File: src/rtl/v68k_alu_if.sv
// v68k_alu_if: operand/result bundle between the execution sequencer and the ALU.
//   a, b   : operands (a is the destination operand for SUB/SUBX)
//   op     : operation select
//   x      : extend bit, held by the sequencer
//   o      : registered result
//   c,z,v,n: registered condition codes
// The slave modport is the ALU side. The master modport is the sequencer side.
interface v68k_alu_if #(
    parameter int bits = 16
);
    logic [bits-1:0] a;
    logic [bits-1:0] b;
    logic [2:0]      op;
    logic            x;
    logic [bits-1:0] o;
    logic            c;
    logic            z;
    logic            v;
    logic            n;

    modport master (
        output a, b, op, x,
        input  o, c, z, v, n
    );

    modport slave (
        input  a, b, op, x,
        output o, c, z, v, n
    );
endinterface

File: src/rtl/v68k_alu.sv
// v68k_alu: 68000-style integer ALU with registered result and CZVN flags.
//   clk     : system clock, rising-edge active
//   reset_n : asynchronous active-low reset; clears the result and all flags
//   alu     : v68k_alu_if slave (a, b, op, x in; o, c, z, v, n out)
// Operations are ADD, ADDX, SUB, SUBX, AND, OR, EOR and NOT.
// The result is available one clock after the operands are presented, and the
// ALU accepts one operation per cycle.
module v68k_alu #(
    parameter int bits = 16
) (
    input  logic       clk,
    input  logic       reset_n,
    v68k_alu_if.slave  alu
);
    localparam logic [2:0] OP_ADD  = 3'd0;
    localparam logic [2:0] OP_ADDX = 3'd1;
    localparam logic [2:0] OP_SUB  = 3'd2;
    localparam logic [2:0] OP_SUBX = 3'd3;
    localparam logic [2:0] OP_AND  = 3'd4;
    localparam logic [2:0] OP_OR   = 3'd5;
    localparam logic [2:0] OP_EOR  = 3'd6;
    localparam logic [2:0] OP_NOT  = 3'd7;

    logic [bits-1:0] o_q, o_d;
    logic            c_q, c_d;
    logic            z_q, z_d;
    logic            v_q, v_d;
    logic            n_q, n_d;

    logic [bits:0]   ext_a, ext_b, ext_x, arith;
    logic            is_add, is_sub, is_ext;
    logic            a_msb, b_msb, r_msb;

    always_comb begin
        ext_a  = {1'b0, alu.a};
        ext_b  = {1'b0, alu.b};
        ext_x  = {{bits{1'b0}}, alu.x};
        is_add = (alu.op == OP_ADD) || (alu.op == OP_ADDX);
        is_sub = (alu.op == OP_SUB) || (alu.op == OP_SUBX);
        is_ext = (alu.op == OP_ADDX) || (alu.op == OP_SUBX);

        // The extra top bit is the carry out for adds. For subtracts it is the
        // borrow, because a-b-x goes negative exactly when a < b+x.
        arith = '0;
        unique case (alu.op)
            OP_ADD:  arith = ext_a + ext_b;
            OP_ADDX: arith = ext_a + ext_b + ext_x;
            OP_SUB:  arith = ext_a - ext_b;
            OP_SUBX: arith = ext_a - ext_b - ext_x;
            default: arith = '0;
        endcase

        o_d = '0;
        c_d = 1'b0;
        unique case (alu.op)
            OP_ADD, OP_ADDX, OP_SUB, OP_SUBX: begin
                o_d = arith[bits-1:0];
                c_d = arith[bits];
            end
            OP_AND:  o_d = alu.a & alu.b;
            OP_OR:   o_d = alu.a | alu.b;
            OP_EOR:  o_d = alu.a ^ alu.b;
            OP_NOT:  o_d = ~alu.a;
            default: o_d = '0;
        endcase

        a_msb = alu.a[bits-1];
        b_msb = alu.b[bits-1];
        r_msb = o_d[bits-1];

        v_d = 1'b0;
        if (is_add) begin
            v_d = (a_msb == b_msb) && (r_msb != a_msb);
        end else if (is_sub) begin
            v_d = (a_msb != b_msb) && (r_msb != a_msb);
        end

        // ADDX/SUBX keep Z sticky so a multi-precision chain reports zero
        // only when every word of the chain was zero.
        if (is_ext) begin
            z_d = z_q & (o_d == '0);
        end else begin
            z_d = (o_d == '0);
        end

        n_d = r_msb;
    end

    always_ff @(posedge clk or negedge reset_n) begin
        if (!reset_n) begin
            o_q <= '0;
            c_q <= 1'b0;
            z_q <= 1'b0;
            v_q <= 1'b0;
            n_q <= 1'b0;
        end else begin
            o_q <= o_d;
            c_q <= c_d;
            z_q <= z_d;
            v_q <= v_d;
            n_q <= n_d;
        end
    end

    assign alu.o = o_q;
    assign alu.c = c_q;
    assign alu.z = z_q;
    assign alu.v = v_q;
    assign alu.n = n_q;
endmodule

File: src/flat_wrapper.sv
// flat-port wrapper written by rule: the top's interface ports become plain ports
module v68k_alu_flat 
#(
    parameter int bits = 16
)
  (clk, reset_n, alu_a, alu_b, alu_op, alu_x, alu_o, alu_c, alu_z, alu_v, alu_n);
  v68k_alu_if #(.bits(bits)) alu_i ();
  input  logic clk;
  input  logic reset_n;
  input wire logic [$bits(alu_i.a)-1:0] alu_a;
  input wire logic [$bits(alu_i.b)-1:0] alu_b;
  input wire logic [$bits(alu_i.op)-1:0] alu_op;
  input wire logic [$bits(alu_i.x)-1:0] alu_x;
  output wire logic [$bits(alu_i.o)-1:0] alu_o;
  output wire logic [$bits(alu_i.c)-1:0] alu_c;
  output wire logic [$bits(alu_i.z)-1:0] alu_z;
  output wire logic [$bits(alu_i.v)-1:0] alu_v;
  output wire logic [$bits(alu_i.n)-1:0] alu_n;
  assign alu_i.a = alu_a;
  assign alu_i.b = alu_b;
  assign alu_i.op = alu_op;
  assign alu_i.x = alu_x;
  assign alu_o = alu_i.o;
  assign alu_c = alu_i.c;
  assign alu_z = alu_i.z;
  assign alu_v = alu_i.v;
  assign alu_n = alu_i.n;
  v68k_alu #(.bits(bits)) u_core (.clk(clk), .reset_n(reset_n), .alu(alu_i));
endmodule
File: config.mk
export PLATFORM = sky130hd
export DESIGN_NAME = v68k_alu_flat
export DESIGN_NICKNAME = d
export VERILOG_FILES = /design/src/rtl/v68k_alu_if.sv /design/src/rtl/v68k_alu.sv /design/src/flat_wrapper.sv
export SDC_FILE = /design/constraint.sdc
export NUM_CORES = 1
export LEC_CHECK = 0
export ABC_AREA = 1
export BUFFER_PORTS_ARGS = -buffer_cell sky130_fd_sc_hd__buf_2
export CAP_MARGIN = 30
export CORE_AREA = 4 4 135 137
export CTS_CLUSTER_DIAMETER = 30
export DETAILED_ROUTE_END_ITERATION = 10
export DIE_AREA = 0 0 139 141
export GPL_TIMING_DRIVEN = 0
export PLACE_DENSITY = 0.47
export SYNTH_ARGS = -nofsm -noshare
export SYNTH_HDL_FRONTEND = slang
export SYNTH_SLANG_ARGS = --single-unit
File: constraint.sdc
create_clock -name clk -period 2.1 [get_ports clk]
set_clock_uncertainty 0.05 [all_clocks]
set_input_delay 0.105 -clock clk [delete_from_list [all_inputs] [get_ports clk]]
set_output_delay 0.105 -clock clk [all_outputs]
set_load 0.03 [all_outputs]
; Word-level counts from Yosys, hierarchy flattened
; Index checks and enable logic that the tools add are counted.
[totals]
register_bits = 20
latchBits = 0
ram_bits = 0
romBits = 0
inputBits = 38
wordCells = 38
n_memories = 0
[classes]
add_sub_neg = 4
multipliers = 0
div = 0
order_cmp = 0
eq_ne = 10
shift = 0
muxes = 6
bitwise = 5
reduce_logical = 8
[op_table]
columns = op, count
row1 = $pmux W16 S5, 1
row2 = $pmux W17 S4, 1
row3 = $add A16 B16 Y17, 1
row4 = $add A17 B1 Y17, 1
row5 = $sub A16 B16 Y17, 1
row6 = $sub A17 B1 Y17, 1
row7 = $and A16 B16 Y16, 1
row8 = $logic_not A16 Y1, 1
row9 = $not A16 Y16, 1
row10 = $or A16 B16 Y16, 1
row11 = $xor A16 B16 Y16, 1
row12 = $eq A3 B3 Y1 const B, 4
row13 = $eq A3 B2 Y1 const B, 2
row14 = $mux W1, 4
row15 = $reduce_or A4 Y1, 1
row16 = $eq A3 B1 Y1 const B, 1
row17 = $logic_not A3 Y1, 1
row18 = $logic_or A1 B1 Y1, 3
row19 = $logic_and A1 B1 Y1, 2
row20 = $ne A1 B1 Y1, 2
row21 = $and A1 B1 Y1, 1
row22 = $eq A1 B1 Y1, 1

; Depth between registers and ports, before layout
; Gate-level depths: netlist of run 1.
[depth]
ltp_word = 8
mapped_depth = 24
depth_no_buf = 23

; Worst setup path after synthesis of run 1
; Ideal clock, no wire load.
[synth_path]
kind = input -> register
start = input alu_b[0]
end = register u_core.z_q (netlist: u_core.alu.z)
arrival_time_ns = 2.280
t_required_ns = 1.978
setup_slack_ns = -0.302
cell_stages = 19
path_buffers = 0
path_cell_list = ha_1 -> inv_1 -> fa_1 -> inv_1 -> ha_1 -> nand3_1 -> inv_1 -> nand3_2 -> nor2_1 -> nand2_2 -> nor2_4 -> nand4_1 -> nand3_1 -> nand2_1 -> inv_2 -> nand4_2 -> nor2_1 -> nand3_1 -> nor2_1
[synth_between]
elab_chain_cells = 7
elab_cells_between_ends = 12
[synth_lines]
columns = element, line_no
row1 = start: declaration, flat_wrapper.sv:11  ; input wire logic [$bits(alu_i.b)-1:0] alu_b;
row2 = $sub A16 B16 Y17 or $add A16 B16 Y17 (tied branches), -
row3 = $sub A17 B1 Y17 or $add A17 B1 Y17 (tied branches), "v68k_alu.sv:49, v68k_alu.sv:47"
row4 = $pmux W17 S4 (*), v68k_alu.sv:45  ; unique case (alu.op)
row5 = $pmux W16 S5 (*), v68k_alu.sv:55  ; unique case (alu.op)
row6 = net u_core.o_d[12], v68k_alu.sv:24  ; logic [bits-1:0] o_q, o_d;
row7 = $logic_not A16 Y1 (*), "v68k_alu.sv:81, v68k_alu.sv:83"
row8 = $and A1 B1 Y1, v68k_alu.sv:81  ; z_d = z_q & (o_d == '0);
row9 = $mux W1 (*), v68k_alu.sv:80  ; if (is_ext) begin
row10 = net u_core.z_d, v68k_alu.sv:26  ; logic z_q, z_d;
row11 = end signal: assignment, v68k_alu.sv:99  ; z_q <= z_d;
row12 = end: declaration, v68k_alu.sv:26
; Mark *: on every way through the listed nets, which the timed path passes. The rest lies on a longest branch.

; Worst setup path in the final report of run 1
[layout_path]
start = input alu_b[0]
end = register u_core.o_q[14] (netlist: u_core.alu.o[14])
[layout_between]
elab_chain_cells = 4
elab_cells_between_ends = 6
[layout_lines]
columns = element, line_no
row1 = $sub A16 B16 Y17 or $add A16 B16 Y17 (tied branches), -
row2 = $sub A17 B1 Y17 or $add A17 B1 Y17 (tied branches), "v68k_alu.sv:49, v68k_alu.sv:47"
row3 = $pmux W17 S4 (*), v68k_alu.sv:45
row4 = $pmux W16 S5 (*), v68k_alu.sv:55
row5 = net u_core.o_d[14], v68k_alu.sv:24
row6 = end signal: assignment, v68k_alu.sv:91  ; o_q <= '0;
row7 = end signal: assignment, v68k_alu.sv:97  ; o_q <= o_d;
row8 = end: declaration, v68k_alu.sv:24
; Marked as above.

==> flow_summary.ini, run 1 <==
[status]
run_status = complete, but fails checks
violations = negative setup slack

[yosys]
synthMuxAreaShare = 0
syn-num-nets = 945
synth_ff_type = dfrtp_1
avgSynthCellArea_um2 = 5.85
ys_warn_count = 0
synth-simple-area-share = 0.520
ys_seq_area_frac = 0.0952
synth_top_family_by_area = simple AND/OR/NAND/NOR gates
synth-compound-area-share = 0.0992
synthMostInstantiatedCell = nand2_1
yosys.area.top_type_share = 0.188
synth_edf_count = 0
yosysTopAreaCell = nand2_1
ys_types = 42
synthAdderAreaFrac = 0.138
ys_ff_latch = 19
synth_cells = 853
async_flop_share = 1.00
synthTopCellsByCount = nand2_1, inv_1, nand3_1, nor2_1, ha_1
yosys-top-cells-area = nand2_1, ha_1, inv_1
netlist_area_mm2 = 0.00499
synth-xor-area-share = 0.00175

[sta]
fmax_ghz = 0.406
max_slew_margin = 0.483
drv_slew = 0
grt_setup_unrepaired = true
fin_crit_ns = 2.46
finalHoldViolCount = 0
worstMarginPinSlew_ns = 0.773
finalSetupViolCount = 9
fin_hold_ws_ns = 0.130
timing.final.ws_setup_ns = -0.363
timing.final.crit_share = 1.17

[finish]
area_growth_pct = 27.0
design_area_mm2 = 0.00634
drive_above_1_share = 0.328
fill_cells = 1966
fin_nets = 1038
final-instance-count-excl-fill = 1170
insertedDiodeCount = 0

[critical_path]
rrSetupSlack_ns = 0.53
cp-end-kind = flop
rr_startpoint = u_core.alu.z$_DFF_PN0_
crit_start = alu_b[0]
cp-start-kind = input pin
ff2ff_path_depth = 11
r2r_end = u_core.alu.z$_DFF_PN0_
critical_path_class = in -> reg
crit_fanout = 5
cp_data_required_time_ns = 2.19
crit_arrival_ns = 2.56
endpoint = u_core.alu.o[14]$_DFF_PN0_

[route]
routed_wl_mm = 17.1
viasPerCell = 4.72
antenna_left = 0
dr.first_iter.drc_count = 293
via_count = 5519
dr.pass1.iters = 5
drc_errors = 0
routedWlPerCell_um = 14.6

[clock_tree]
cts.clk_slew.worst_paths_ns = 0.05
root_buffer = clkbuf_16
insertion_delay_ns = 0.25
cts_tree = built
numCtsBuffers = 3
cts.sinks = 19
clock_path_buffers = 2
cts_max_level = 1

[floorplanning]
start_util = 0.293
dieArea_mm2 = 0.0196
die_h_um = 141
io_pins = 58
core.rowCount = 48
fp.dieW_um = 139
core_area_mm2 = 0.0171

[placed_design]
dpl-instance-area_mm2 = 0.00561
portBuffers = 57
gp_congestion = 0.852
hpwl_mm = 14.5
dp_cells = 1135

[power_and_ir_drop]
leakage_uw = 0.00332
power_density_mw_per_mm2 = 423
peakVddDrop_uv = 375

[global_route]
grt.overflow.total = 0
grtUsageTotal = 0.171
grt_antenna_before_repair = 0
grt_pass1_vias = 5269
grt_pass1_wl_mm = 27.2
grt_max_degree = 20

[hold_path]
hp-class = in -> reg

[job]
cap_violations = 0
## critical path, stage by stage
cell and delay [ns]:
buf_8 0.11, ha_4 0.16, inv_4 0.05, fa_2 0.44, inv_2 0.10, ha_4 0.14
nand3_4 0.08, inv_4 0.07, nand3_4 0.09, nor2_4 0.11, nand2_2 0.09, nor2_4 0.15
nand3_2 0.12, nor3_2 0.15, nor2_1 0.07, a22oi_1 0.16, nand4_1 0.18, buf_4 0.18
## registers in the layout (all words and copies together) (netlist names)
register	flops
u_core.alu.c	1
u_core.alu.n	1
u_core.alu.o	15
u_core.alu.v	1
u_core.alu.z	1
## per-layer routing
layer | track usage | up-vias | share of wire
met4 | 0.0294 | 0 | 0.012
met2 | 0.289 | 92 | 0.46
met1 | 0.246 | 2500 | 0.50
li1 | - | 2915 | -
met5 | 0 | - | 0
met3 | 0.00678 | 12 | 0.032
## layout by cell type, fill, tap and decap left out, types with 11 or more instances in the layout
cell / count
nand2_2: 53
nand3_1: 87
buf_2: 60
nand2_1: 225
inv_1: 117
ha_1: 44
nand2_4: 14
nor2_4: 20
buf_4: 30
dfrtp_1: 19
nor2_1: 38
nand3_2: 25
inv_2: 29
nand4_1: 20
a221oi_1: 11
o22ai_1: 12
nor2_2: 25
a21oi_1: 21
o21ai_0: 15
## where the power goes
part,switching [uW],total [uW],internal [uW]
Clock,122,380,258
Combinational,1250,1880,624
Sequential,10.3,427,416
Total,1390,2680,1300
## repair_timing
| item | 4_1_cts | 5_1_grt |
|---|---|---|
| buffers inserted | 21 | 10 |
| gates resized for setup | 46 | 75 |
| endpoints found under the setup margin | 11 | 11 |
| endpoints found under the hold margin | 19 | 0 |
| cloned | 0 | 1 |
| hold buffers | 1 | 0 |
| pin swaps | 41 | 47 |
## stage by stage
| step | total power (uW) | TNS (ns) | setup slack, ns | util |
|---|---|---|---|---|
| finish | 2680 | -1.72 | -0.363 | 0.372 |
| global route | 2920 | -3.37 | -0.536 | 0.372 |
| CTS | 2550 | -1.95 | -0.460 | 0.352 |
| detailed placement | 2070 | -6.32 | -0.996 | 0.329 |
| global placement | 2060 | -6.37 | -0.993 | 0.329 |
| floorplan | 1630 | -0.411 | -0.174 | - |
## cells by family after synthesis
family | count (synthesis)
and+or+nand+nor | 527
buffers and inverters | 174
AOI/OAI and AO/OA | 78
adders and majority gates | 54
DFF | 19
xor gates and xnor gates | 1
## worst min-delay path by stage
stage | cells after the start | startpoint | endpoint | slack [ns]
CTS | 4 | alu_a[15] | u_core.alu.v$_DFF_PN0_ | 0.13
finish | 4 | alu_a[15] | u_core.alu.v$_DFF_PN0_ | 0.13
global placement | 1 | reset_n | u_core.alu.o[0]$_DFF_PN0_ | 0.02
detailed placement | 1 | reset_n | u_core.alu.o[0]$_DFF_PN0_ | 0.01
global route | 4 | alu_a[15] | u_core.alu.v$_DFF_PN0_ | 0.16
floorplan | 0 | reset_n | u_core.alu.c$_DFF_PN0_ | -0.24
## cell type report
type / instances / area, um^2 / share of cell area
clock buffer: 4 / 78.8 / 0.0124
multi-input combinational: 660 / 4180 / 0.660
tap: 225 / 282 / 0.0444
sequential: 19 / 475 / 0.0750
buffer: 20 / 153 / 0.0241
inverter: 154 / 601 / 0.0947
timing repair buffer: 88 / 569 / 0.0898
(Power assumes the default switching activity.)
==> run 2: changes to the inputs <==
- BUFFER_PORTS_ARGS: -buffer_cell sky130_fd_sc_hd__buf_2 -> unset
- DONT_BUFFER_PORTS: unset -> 1
- GPL_TIMING_DRIVEN: 0 -> 1
- PLACE_DENSITY: 0.47 -> 0.44
==> run 2 against run 1 <==
Register-to-register slack about the same; worst hold slack got worse by 0.056 ns; total power increased by 9.1%; largest power group unchanged; the flow still finishes with violations (negative setup slack); cell area increased by 12%; worst setup slack better by 0.22 ns; critical path depth is 2 higher; core utilization is 4.4 points higher; non-clock buffer count grew 73; clock-buffer cell count shrank 1; die area is the same; global-route usage rose by 1.2 points.
==> flow_summary.ini, run 2 (same netlist as run 1, synthesis figures left out) <==
[power_and_ir_drop]
power_density_mw_per_mm2 = 413
peakVddDrop_uv = 457
leakage_uw = 0.00369

[clock_tree]
cts_tree = built
cts.sinks = 19
cts.clk_slew.worst_paths_ns = 0.05
root_buffer = clkbuf_16
insertion_delay_ns = 0.25
numCtsBuffers = 3
cts_max_level = 1
clock_path_buffers = 2

[critical_path]
cpMaxStageDelayCell = fa_2
crit_start = alu_a[0]
crit_path_max_incr_delay_ns = 0.61
rr_startpoint = u_core.alu.z$_DFF_PN0_
crit_fanout = 3
critical_path_class = in -> reg
rrSetupSlack_ns = 0.53
cp-start-kind = input pin
cp-end-kind = flop
crit_path_frequent_cell = nand2_1
path_delay_family = simple AND/OR/NAND/NOR gates
cp_data_required_time_ns = 2.23
ff2ff_path_depth = 11
r2r_end = u_core.alu.z$_DFF_PN0_
critPathBufInv = 2
crit_chain = inv_8 > ha_4 > fa_2 > ha_4 > inv_4 > nor2_4 > nand3_2 > nor2_4 > nand2_2 > nor3_4 > nand2_1 > nand2_1 > nand2_1 > nand2_1 > nand3_2 > nand2_2 > nand2_1 > nor2_2 > nand3_1 > nor2_1
crit_arrival_ns = 2.38

[global_route]
grt_max_degree = 20
grt_pass1_vias = 5719
grt.overflow.total = 0
grt_pass1_wl_mm = 29.2
grtUsageTotal = 0.182
grt_antenna_before_repair = 0

[status]
run_status = complete, but fails checks
violations = negative setup slack

[sta]
timing.final.crit_share = 1.07
grt_setup_unrepaired = true
finalSetupViolCount = 5
max_slew_margin = 0.438
worstMarginPinSlew_ns = 0.841
fin_crit_ns = 2.24
drv_slew = 0
finalHoldViolCount = 0
timing.final.ws_setup_ns = -0.144
fmax_ghz = 0.446

[hold_path]
min_path_cells = 4
min_to = u_core.alu.o[8]$_DFF_PN0_
hp-class = in -> reg
min-delay-start = alu_op[2]

[finish]
fin_nets = 1111
final_util = 0.415
final-instance-count-excl-fill = 1243
drive_above_1_share = 0.373
insertedDiodeCount = 0
area_growth_pct = 41.9
largest_reg_flops = 15
design_area_mm2 = 0.00709
layout_common_cells = nand2_1, buf_4, inv_1, nand3_1, nand2_2
mostFrequentLayoutCell = nand2_1

[placed_design]
portBuffers = 0
hpwl_mm = 15.7
dpl-instance-area_mm2 = 0.00644
gp_congestion = 0.850
dp_cells = 1226

[route]
routed_wl_mm = 17.9
routedWlPerCell_um = 14.4
dr.pass1.iters = 5
via_count = 5757
dr.first_iter.drc_count = 254
drc_errors = 0
viasPerCell = 4.63
antenna_left = 0

[floorplanning]
dieArea_mm2 = 0.0196
core_area_mm2 = 0.0171
core.rowCount = 48
start_util = 0.293
fp.dieW_um = 139
io_pins = 58
die_h_um = 141

[job]
cap_violations = 0
-- run 2: worst max-delay path by stage --
stage	to	cells past startpoint
floorplan	u_core.alu.z$_DFF_PN0_	20
global placement	u_core.alu.z$_DFF_PN0_	20
detailed placement	u_core.alu.z$_DFF_PN0_	20
CTS	u_core.alu.z$_DFF_PN0_	17
global route	u_core.alu.z$_DFF_PN0_	20
finish	u_core.alu.z$_DFF_PN0_	20
-- run 2: per-layer routing --
layer  GRT usage  vias up  wire [um]
li1            -     3050          -
met1       0.264     2612       9080
met2       0.302       84       8170
met3      0.0109       11        516
met4      0.0340        0        179
met5           0        -          0
-- run 2: layout make-up --
type                    instances  area (um^2)
clock inverters                 1         5.00
flip-flops and latches         19          475
clock buffers                   3         75.1
repair buffers                181         1390
multi-input cells             660         4250
well taps                     225          282
inverters                     154          606
fillers                      1940         9970
-- run 2: repair_timing --
action | in CTS | in global routing
endpoints found under the hold margin | 20 | 0
buffers inserted | 8 | 5
gates resized for setup | 27 | 81
pin swaps | 19 | 37
hold buffers | 2 | 0
setup endpoints to repair | 8 | 11
-- run 2: power by group --
part | switching, uW | leakage, uW | total, uW | internal [uW]
Combinational | 1140 | 0.00342 | 1990 | 852
Sequential | 132 | 0.000234 | 548 | 416
Clock | 136 | 0.0000409 | 391 | 255
-- run 2: tightest hold or removal path: cells and delay by family --
family,cells,cell delay (ns)
and+or+nand+nor,2,0.12
buffers and inverters,2,0.11
-- run 2: metrics by stage --
stage / hold slack, ns / setup TNS (ns) / setup slack, ns / total power (uW)
after floorplan: -0.241 / -0.411 / -0.174 / 1630
after global placement: -0.240 / -3.79 / -0.530 / 2350
after detailed placement: -0.240 / -3.77 / -0.512 / 2360
after CTS: 0.0940 / -0.511 / -0.156 / 2820
after global routing: 0.0727 / -1.66 / -0.405 / 3200
final: 0.0736 / -0.282 / -0.144 / 2930
